==> config.mk <==
export PLATFORM = sky130hd
export DESIGN_NAME = sdram_protocol_monitor
export DESIGN_NICKNAME = d
export VERILOG_FILES = /design/src/rtl/sdram_protocol_monitor.sv
export SDC_FILE = /design/constraint.sdc
export NUM_CORES = 1
export LEC_CHECK = 0
export CAP_MARGIN = 10
export CORE_AREA = 2 2 99 121
export DETAILED_ROUTE_END_ITERATION = 12
export DIE_AREA = 0 0 101 123
export HOLD_SLACK_MARGIN = 0.06
export PLACE_DENSITY = 0.77
export SYNTH_ARGS = -nofsm -noshare
export SYNTH_HDL_FRONTEND = slang
export SYNTH_SLANG_ARGS = --single-unit
==> constraint.sdc <==
create_clock -name clk -period 7.5 [get_ports clk]
set_input_delay 1.5 -clock clk [delete_from_list [all_inputs] [get_ports clk]]
set_output_delay 1.5 -clock clk [all_outputs]
set_load 0.05 [all_outputs]
==> src/rtl/sdram_protocol_monitor.sv <==
// Passive SDRAM command-bus monitor: decodes each command, tracks per-bank state
// and timing, and reports protocol violations one cycle after the command.
module sdram_protocol_monitor #(
  parameter int ADDR_WIDTH = 12,
  parameter int BANK_BITS  = 2,
  parameter int DQM_WIDTH  = 2,
  parameter int T_RCD      = 3,
  parameter int T_RP       = 3,
  parameter int T_RC       = 9,
  parameter int T_MRD      = 2,
  parameter int T_REF_MAX  = 781
) (
  input  logic                    clk,
  input  logic                    reset,
  input  logic [ADDR_WIDTH-1:0]   zs_addr,
  input  logic [BANK_BITS-1:0]    zs_ba,
  input  logic                    zs_cs_n,
  input  logic                    zs_ras_n,
  input  logic                    zs_cas_n,
  input  logic                    zs_we_n,
  input  logic                    zs_cke,
  input  logic [DQM_WIDTH-1:0]    zs_dqm,
  output logic                    cmd_valid,
  output logic [2:0]              cmd_code,
  output logic                    error_valid,
  output logic [7:0]              error_code,
  output logic [7:0]              error_sticky,
  output logic [15:0]             error_count,
  output logic [15:0]             refresh_count,
  output logic [2**BANK_BITS-1:0] bank_open,
  output logic [ADDR_WIDTH-1:0]   mode_reg,
  output logic                    mode_valid
);

  localparam int NBANKS = 2**BANK_BITS;
  localparam int TW     = $clog2(T_RCD + T_RP + T_RC + T_MRD + 2);
  localparam int RW     = $clog2(T_REF_MAX + 1);

  localparam logic [TW-1:0] TMAX     = '1;
  localparam logic [TW-1:0] TONE     = TW'(1);
  localparam logic [TW-1:0] LIM_RCD  = TW'(T_RCD);
  localparam logic [TW-1:0] LIM_RP   = TW'(T_RP);
  localparam logic [TW-1:0] LIM_RC   = TW'(T_RC);
  localparam logic [TW-1:0] LIM_MRD  = TW'(T_MRD);
  localparam logic [RW-1:0] REF_LAST = RW'(T_REF_MAX - 1);

  typedef enum logic [2:0] {
    CMD_NOP, CMD_ACT, CMD_READ, CMD_WRITE, CMD_PRE, CMD_REF, CMD_LMR, CMD_BST
  } cmd_e;

  cmd_e                  cmd;
  logic [7:0]            err;
  logic                  expire;
  logic                  unusedDqm;

  logic [NBANKS-1:0]     bankOpen_q, bankOpen_d;
  logic [TW-1:0]         tAct_q [NBANKS];
  logic [TW-1:0]         tAct_d [NBANKS];
  logic [TW-1:0]         tPre_q [NBANKS];
  logic [TW-1:0]         tPre_d [NBANKS];
  logic [TW-1:0]         tMrd_q, tMrd_d;
  logic                  refArmed_q, refArmed_d;
  logic [RW-1:0]         refCnt_q, refCnt_d;
  logic [ADDR_WIDTH-1:0] modeReg_q, modeReg_d;
  logic                  modeValid_q, modeValid_d;
  logic [7:0]            sticky_q, sticky_d;
  logic [15:0]           errCount_q, errCount_d;
  logic [15:0]           refCount_q, refCount_d;
  cmd_e                  cmdCode_q;
  logic                  cmdValid_q, errValid_q;
  logic [7:0]            errCode_q;

  assign unusedDqm = ^zs_dqm;

  always_comb begin
    cmd = CMD_NOP;
    if (zs_cke && !zs_cs_n) begin
      case ({zs_ras_n, zs_cas_n, zs_we_n})
        3'b011:  cmd = CMD_ACT;
        3'b101:  cmd = CMD_READ;
        3'b100:  cmd = CMD_WRITE;
        3'b010:  cmd = CMD_PRE;
        3'b001:  cmd = CMD_REF;
        3'b000:  cmd = CMD_LMR;
        3'b110:  cmd = CMD_BST;
        default: cmd = CMD_NOP;
      endcase
    end
  end

  // Timers hold "edges since event" and are loaded with 1 on the event edge.
  always_comb begin
    bankOpen_d  = bankOpen_q;
    for (int b = 0; b < NBANKS; b++) begin
      tAct_d[b] = (tAct_q[b] == TMAX) ? tAct_q[b] : tAct_q[b] + TONE;
      tPre_d[b] = (tPre_q[b] == TMAX) ? tPre_q[b] : tPre_q[b] + TONE;
    end
    tMrd_d      = (tMrd_q == TMAX) ? tMrd_q : tMrd_q + TONE;
    refArmed_d  = refArmed_q;
    refCnt_d    = refCnt_q;
    expire      = 1'b0;
    modeReg_d   = modeReg_q;
    modeValid_d = modeValid_q;
    err         = '0;

    if (refArmed_q) begin
      if (refCnt_q == REF_LAST) begin
        refCnt_d = '0;
        expire   = (cmd != CMD_REF);
      end else begin
        refCnt_d = refCnt_q + RW'(1);
      end
    end

    if (cmd != CMD_NOP && tMrd_q < LIM_MRD) err[6] = 1'b1;

    case (cmd)
      CMD_ACT: begin
        err[1]             = bankOpen_q[zs_ba];
        err[3]             = tPre_q[zs_ba] < LIM_RP;
        err[4]             = tAct_q[zs_ba] < LIM_RC;
        bankOpen_d[zs_ba]  = 1'b1;
        tAct_d[zs_ba]      = TONE;
      end
      CMD_READ, CMD_WRITE: begin
        err[0] = !bankOpen_q[zs_ba];
        err[2] = tAct_q[zs_ba] < LIM_RCD;
      end
      CMD_PRE: begin
        if (zs_addr[10]) begin
          bankOpen_d = '0;
          for (int b = 0; b < NBANKS; b++) tPre_d[b] = TONE;
        end else begin
          bankOpen_d[zs_ba] = 1'b0;
          tPre_d[zs_ba]     = TONE;
        end
      end
      CMD_REF: begin
        err[5]     = |bankOpen_q;
        refArmed_d = 1'b1;
        refCnt_d   = '0;
      end
      CMD_LMR: begin
        err[5]      = |bankOpen_q;
        modeReg_d   = zs_addr;
        modeValid_d = 1'b1;
        tMrd_d      = TONE;
      end
      default: ;
    endcase

    err[7]     = expire;
    sticky_d   = sticky_q | err;
    errCount_d = (|err && errCount_q != 16'hFFFF) ? errCount_q + 16'd1 : errCount_q;
    refCount_d = (cmd == CMD_REF && refCount_q != 16'hFFFF) ? refCount_q + 16'd1 : refCount_q;
  end

  always_ff @(posedge clk) begin
    if (reset) begin
      bankOpen_q  <= '0;
      for (int b = 0; b < NBANKS; b++) begin
        tAct_q[b] <= TMAX;
        tPre_q[b] <= TMAX;
      end
      tMrd_q      <= TMAX;
      refArmed_q  <= 1'b0;
      refCnt_q    <= '0;
      modeReg_q   <= '0;
      modeValid_q <= 1'b0;
      sticky_q    <= '0;
      errCount_q  <= '0;
      refCount_q  <= '0;
      cmdValid_q  <= 1'b0;
      cmdCode_q   <= CMD_NOP;
      errValid_q  <= 1'b0;
      errCode_q   <= '0;
    end else begin
      bankOpen_q  <= bankOpen_d;
      for (int b = 0; b < NBANKS; b++) begin
        tAct_q[b] <= tAct_d[b];
        tPre_q[b] <= tPre_d[b];
      end
      tMrd_q      <= tMrd_d;
      refArmed_q  <= refArmed_d;
      refCnt_q    <= refCnt_d;
      modeReg_q   <= modeReg_d;
      modeValid_q <= modeValid_d;
      sticky_q    <= sticky_d;
      errCount_q  <= errCount_d;
      refCount_q  <= refCount_d;
      cmdValid_q  <= (cmd != CMD_NOP);
      cmdCode_q   <= cmd;
      errValid_q  <= |err;
      errCode_q   <= err;
    end
  end

  assign cmd_valid     = cmdValid_q;
  assign cmd_code      = cmdCode_q;
  assign error_valid   = errValid_q;
  assign error_code    = errCode_q;
  assign error_sticky  = sticky_q;
  assign error_count   = errCount_q;
  assign refresh_count = refCount_q;
  assign bank_open     = bankOpen_q;
  assign mode_reg      = modeReg_q;
  assign mode_valid    = modeValid_q;

endmodule
* Yosys cells after proc, flatten, opt, wreduce, memory -nomap -nowiden
Memory sizes are Yosys's and may differ from the RTL's. Index checks and enable logic that the tools add are counted. W data, S select, Z words.
Word-level totals: register bits after elaboration 86, memory bits (writable) 40, input bits 23, output and inout port bits 70, word-level logic and storage cells 140, memories kept 2
Operators by class: add/sub/neg operators 12, magnitude comparators 8, equality and inequality tests 26, muxes and demuxes 43, bitwise operators 18, reductions and logical operators 17
Memory list:
- tAct_q | words 4, width 5, rd ports 5, clocked after memory_dff 0, write ports 4, line 57 | logic [TW-1:0] tAct_q [NBANKS];
- tPre_q | words 4, width 5, rd ports 5, clocked after memory_dff 0, write ports 4, line 59 | logic [TW-1:0] tPre_q [NBANKS];
Operators with widths (number):
- $mux W5 | 19
- $mux W20 | 3
- $add A5 B1 Y5 const B | 9
- $eq A5 B5 Y1 const B | 9
- $add A16 B1 Y16 const B | 2
- $and A16 B16 Y16 | 2
- $ne A16 B16 Y1 const B | 2
- $pmux W3 S7 | 1
- $eq A3 B3 Y1 const B | 6
- $not A16 Y16 | 1
- $lt A5 B2 Y1 const B | 3
- $eq A3 B2 Y1 const B | 4
- $mux W1 | 12
- $or A4 B4 Y4 | 3
- $add A10 B1 Y10 const B | 1
- $demux W5 S2 | 1
- $eq A10 B10 Y1 const B | 1
- $mux W10 | 1
- $or A1 B1 Y1 | 8
- $or A8 B8 Y8 | 1
- $pmux W4 S2 | 1
- $reduce_or A2 Y1 | 4
- $reduce_or A8 Y1 | 1
- $eq A3 B1 Y1 const B | 2
- other kinds (21) | 27

* Depth between registers and ports, before layout
Gate-level depths: netlist of the first run.
word-level depth 10, mapped depth 11

* Worst setup path after synthesis of the first run
No wires, ideal clock.
path type input to register, from in zs_ba[0], to reg errCount_q[12], in the netlist error_count[12], setup time 0.121 ns, data arrival time 3.825 ns, path slack 3.554 ns, cell stages on the path 10, cells stage by stage buf_6 -> clkbuf_1 -> mux4_2 -> or4_1 -> o2111ai_1 -> and4b_1 -> buf_6 -> buf_6 -> nor4_1 -> mux2_2
Between the ends: longest elaborated chain between the ends 6, elaborated cells between the ends (all ways) 14
Ends and longest elaborated chain:
- start: declaration | line 16 | input logic [BANK_BITS-1:0] zs_ba,
- branches (longest 4 deep; another with $mem_v2 Z4 W5)
- $reduce_or A8 Y1 * | line 154 | errCount_d = (|err && errCount_q != 16'hFFFF) ? errCount_q + 16'd1 : errCount_q;
- $logic_and A1 B1 Y1 * | line 154
- end signal: assignment | line 189 | errCount_q <= errCount_d;
- end: declaration | line 67 | logic [15:0] errCount_q, errCount_d;
Every way passes the cells marked *. The select of a mux whose other input is x is not followed. A chain may end at the register's enable or synchronous reset.

* Final worst setup path of the first run
from in zs_ba[0], to reg errCount_q[14], in the netlist error_count[14]
The elaborated chain is that of the path after synthesis.

==> results of run 1 <==
==> cells by family after synthesis <==
family,share of synthesized area
buffers and inverters,0.0331
AND/OR/NAND/NOR,0.225
XOR/XNOR,0.0731
AO/OA/AOI/OAI,0.119
adder cells (fa/ha/maj),0.0318
multiplexers,0.0601
flip-flops,0.458
==> per-stage QoR <==
step	cells	total power, mW	setup slack, ns	util
final	838	2.16	2.80	0.626
after global routing	838	2.28	2.62	0.626
after detailed placement	807	1.34	2.42	0.573
after CTS	838	2.17	2.82	0.626
after global placement	807	1.30	2.49	0.573
after floorplan	606	1.23	3.55	-
==> final timing paths <==
| check | from | end | slack, ns | cells after the start |
|---|---|---|---|---|
| setup / recovery | zs_ba[0] | error_count[14] | 2.80 | 7 |
| hold / removal | error_sticky[1] | error_sticky[1] | 0.45 | 2 |
| setup reg to reg | tPre_q[2][0] | error_count[14] | 4.56 | 6 |
| hold reg to reg | error_sticky[1] | error_sticky[1] | 0.45 | 2 |
==> per-layer routing <==
layer | part of all wire | vias to the layer above
met1 | 0.41 | 2291
met3 | 0.053 | 18
met4 | 0.019 | 0
li1 | - | 2346
met2 | 0.51 | 160
met5 | 0 | -
==> power by group through the flow <==
stage / registers (mW) / logic, mW / clock network [mW]
after floorplan: 0.848 / 0.385 / 0
after global placement: 0.855 / 0.443 / 0
after detailed placement: 0.863 / 0.480 / 0
after CTS: 0.850 / 0.487 / 0.836
after global routing: 0.865 / 0.551 / 0.864
final: 0.852 / 0.483 / 0.825
==> cell type report <==
class | count | area [um2] | area share
clock buffers | 20 | 457 | 0.0645
repair buffers | 94 | 926 | 0.131
inverters | 14 | 52.6 | 0.00743
well taps | 135 | 169 | 0.0239
multi-input cells | 438 | 2810 | 0.397
clock inverters | 11 | 141 | 0.0200
flip-flops and latches | 126 | 2520 | 0.356
==> critical path, cell delays in order <==
cell             delay [ns]
clkdlybuf4s50_1        0.91
mux4_2                 0.60
o31a_1                 0.31
or3_4                  0.34
and4b_1                0.49
nor4_1                 0.44
mux2_2                 0.38
==> placed cells by master, fill, tap and decap left out, drive strengths merged, types with 3 or more instances in the layout <==
cell | synthesis | routed
dfxtp | 126 | 126
clkbuf | 22 | 20
buf | 6 | 5
nand3 | 26 | 26
a2111oi | 4 | 4
a21oi | 36 | 36
or4 | 11 | 11
clkinvlp | 0 | 3
and3 | 9 | 9
o21a | 3 | 3
mux2 | 5 | 5
nand2 | 52 | 52
o31ai | 8 | 8
nor4b | 3 | 3
xnor2 | 12 | 12
nor2 | 50 | 50
nand4 | 22 | 22
nor2b | 10 | 10
nor3 | 13 | 13
ha | 14 | 14
o21ai | 41 | 41
mux4 | 6 | 6
nand2b | 3 | 3
or3 | 12 | 12
xor2 | 34 | 34
and2 | 15 | 15
mux2i | 14 | 14
inv | 14 | 14
bufinv | 0 | 3
a31oi | 10 | 10
nor4 | 7 | 7
and4 | 3 | 3
a21o | 3 | 3
clkinv | 0 | 5
clkdlybuf4s50 | 0 | 89
==> impl_metrics.toml, run 1 <==
[layout]
drive_gt1_frac = 0.0669
final_nets = 728
reg_top3 = "tAct_q x20, tPre_q x20"
final_area_mm2 = 0.00708
area_growth_pct = 28.3
fillers = 934
n_antenna_cell = 0

[global_route]
busiest_layer = "met2"
grt_use_met2 = 0.372
grtUsageMet1 = 0.253
grt_overflow = 0
antenna_found_initial = 0
grt.total_usage = 0.217
grt_pass1_wl_mm = 21.4
grt_pass1_vias = 4730
grt_max_degree = 80
gr-usage-met3 = 0.0594

[placed_design]
dp_hpwl_mm = 9.07
placed_cell_area_mm2 = 0.00648
port_buffers = 90
gp_congestion = 0.913

[synth]
syn_area_mm2 = 0.00551
ys_warn_count = 0
syn_area_per_cell_um2 = 9.10
yosysTopAreaCell = "dfxtp_1"
yosysMostFrequentCell = "dfxtp_1"
synthCells = 606
ys_async_sr_fraction = 0
syn_nets = 643
synthTopCellsByArea = "dfxtp_1, xor2_1, o21ai_0"
synth_commonest_cells = "dfxtp_1, nand2_1, nor2_1"
synth-edff-count = 0
ys_dominant_reg_cell = "dfxtp_1"
synth_cell_types = 46
synth-seq-cells = 126
synth.top_cell.area_share = 0.458
ys_seq_area_frac = 0.458

[power]
ir_drop_v = 0.000136
power.internal_mw = 1.54
p_leak_nw = 2.59
sw_frac_of_total = 0.287
power_density_mw_per_mm2 = 305
seq_power_share = 0.394
p_clk_frac = 0.382
p_switching_mw = 0.619
pwr-share-comb = 0.224

[sta]
finalSetupViolCount = 0
finalSetupTns_ns = 0
min_period_ns = 4.70
post-route-period-util = 0.626
finClkSkew_ns = 0.00792
fmaxAchievable_mhz = 213
slew_headroom = 0.307
maxSlewViolCount = 0
whs_ns = 0.450
tightest_slew_ns = 1.04
rsz0062_at_grt = "no"
final_hold_viol_count = 0

[floorplanning]
fp.dieH_um = 123
fp.dieArea_mm2 = 0.0124
die_w_um = 101
placeableCoreArea_mm2 = 0.0113
ioPinCount = 93
start_util = 0.488
rows = 43

[clock_network]
max-clock-path-buffers = 2
cts_sinks = 126
clockRootBuffer = "clkbuf_16"
cts_tree = "built"
clk_pin_slew_ns = 0.05
htreeDepth = 4
cts_made_buffers = 17
post_cts_buffers = 0
post_cts_resized = 0
clock_latency_ns = 0.41
hold_buffers = 0

[worst_setup_path]
cp_max_fo = 26
critPathRequiredTime_ns = 7.79
critPathKind = "input pin to flip-flop"
worstPathArrival_ns = 4.99
end_kind = "flip-flop"
critPathLaunchType = "input pin"

[routing]
routed_wl_mm = 13.0
first_pass_iters = 5
drt_iter0_markers = 303
vias = 4815
viasPerCell = 5.75
drc = 0
final_antenna_net_count = 0
wl_per_cell_um = 15.5

[min_path]
min_path_type = "flip-flop to flip-flop"

[status]
status = "finished, final reports clean"

[flow_run]
cap_viol_max_count = 0
Power figures use the tool's default switching activity.
==> run 2, diff against run 1 <==
clock period = 4.85 ns   (was 7.5 ns; I/O delays follow)
==> impl_metrics.toml, run 2 (synthesis gave the netlist of run 1 again) <==
[status]
status = "finished, final reports clean"

[sta]
slew_headroom = 0.270
min_period_ns = 3.90
rsz0062_at_grt = "no"
finClkSkew_ns = 0.00721
finalSetupTns_ns = 0
maxSlewViolCount = 0
setup_ws_ns = 0.949
post-route-period-util = 0.804
final_hold_viol_count = 0
tightest_slew_ns = 1.09
fmaxAchievable_mhz = 256
finalSetupViolCount = 0

[clock_network]
clock_latency_ns = 0.41
cts_made_buffers = 17
htreeDepth = 4
max-clock-path-buffers = 2
cts_tree = "built"
clockRootBuffer = "clkbuf_16"
cts_sinks = 126
post_cts_resized = 0
post_cts_buffers = 0
hold_buffers = 0
clk_pin_slew_ns = 0.05

[floorplanning]
start_util = 0.488
rows = 43
placeableCoreArea_mm2 = 0.0113
die_w_um = 101
fp.dieArea_mm2 = 0.0124
ioPinCount = 93
fp.dieH_um = 123

[routing]
final_antenna_net_count = 0
first_pass_iters = 4
routed_wl_mm = 13.0
vias = 4807
wl_per_cell_um = 15.5
drt_iter0_markers = 195
viasPerCell = 5.71
drc = 0

[placed_design]
gp_congestion = 0.871
dp_hpwl_mm = 9.19
port_buffers = 90
pre_cts_ws_ns = 0.571
placed_cell_area_mm2 = 0.00650

[global_route]
grt_max_degree = 45
grt_pass1_vias = 4618
grt_overflow = 0
grt_pass1_wl_mm = 21.3
grt.total_usage = 0.217
antenna_found_initial = 0

[worst_setup_path]
critPathKind = "input pin to flip-flop"
critPathLaunchType = "input pin"
end_kind = "flip-flop"
r2r_end = "error_count[14]"
reg2reg_depth = 6
critPathRequiredTime_ns = 5.15
worstPathArrival_ns = 4.20
cp_max_fo = 26
r2r-start = "tAct_q[3][1]"
r2r_slack_ns = 1.95

[layout]
final_area_mm2 = 0.00714
reg_top3 = "tAct_q x20, tPre_q x20"
final_nets = 731
drive_gt1_frac = 0.0736
n_antenna_cell = 0
final_cell_mix = "dfxtp_1, clkdlybuf4s50_1, nand2_1"
final_common_cell = "dfxtp_1"
final_core_util = 0.632
area_growth_pct = 29.6

[power]
ir_drop_v = 0.000195
p_leak_nw = 2.64
power_density_mw_per_mm2 = 477

[min_path]
worstHoldEndpoint = "mode_reg[3]"
holdPathStages = 2
hold_path_startpoint = "mode_reg[3]"
min_path_type = "flip-flop to flip-flop"

[flow_run]
cap_viol_max_count = 0
[run 2: cell types whose count changed in the layout (fill, tap and decap cells not counted), sizes merged]
cell | previous run | this run
buf | 5 | 8
bufinv | 3 | 4
clkinvlp | 3 | 1
clkinv | 5 | 6
clkbuf | 20 | 21
[run 2: how the worst max path moves through the flow]
stage              from         endpoint  slack [ns]  cells past startpoint
2_1_floorplan  zs_ba[0]  error_count[12]        1.43                     10
3_3_place_gp   zs_ba[0]   error_count[6]        0.60                      8
3_5_place_dp   zs_ba[0]  error_count[14]        0.57                      8
4_1_cts        zs_ba[0]  error_count[14]        1.00                      8
5_1_grt        zs_ba[0]  error_count[14]        0.83                      8
6_report       zs_ba[0]  error_count[14]        0.95                      8
[run 2: layer usage]
| metal | global-route usage | up-vias | routed length, um |
|---|---|---|---|
| met2 | 0.381 | 156 | 6750 |
| li1 | - | 2350 | - |
| met5 | 0 | - | 0 |
| met3 | 0.0599 | 15 | 751 |
| met4 | 0.0828 | 0 | 172 |
| met1 | 0.249 | 2286 | 5340 |
[run 2: cell type report]
| cell class | instances | area, um2 |
|---|---|---|
| inverter | 14 | 52.6 |
| clock buffer | 21 | 480 |
| multi-input combinational | 438 | 2810 |
| clock inverter | 11 | 161 |
| sequential | 126 | 2520 |
| timing repair buffer | 97 | 948 |
| tap | 135 | 169 |
| fill | 897 | 4160 |
[run 2: where the power goes]
| part | internal, mW | leakage (nW) | switching [mW] |
|---|---|---|---|
| Clock | 0.910 | 0.319 | 0.442 |
| Combinational | 0.387 | 1.29 | 0.352 |
| Sequential | 1.17 | 1.03 | 0.151 |
| Total | 2.46 | 2.64 | 0.945 |
[run 2: critical path, stage by stage]
cell and delay, ns:
clkdlybuf4s50_1 0.57, buf_4 0.24, mux4_2 0.53, o31a_1 0.26
or3_4 0.34, and4b_1 0.48, nor4_1 0.44, mux2_2 0.37
[run 2: through the flow]
| step | std cells | hold slack (ns) | power, mW |
|---|---|---|---|
| floorplan | 606 | 0.475 | 1.91 |
| global placement | 810 | 0.437 | 2.01 |
| detailed placement | 810 | 0.446 | 2.07 |
| CTS | 842 | 0.454 | 3.44 |
| global route | 842 | 0.466 | 3.59 |
| finish | 842 | 0.454 | 3.41 |
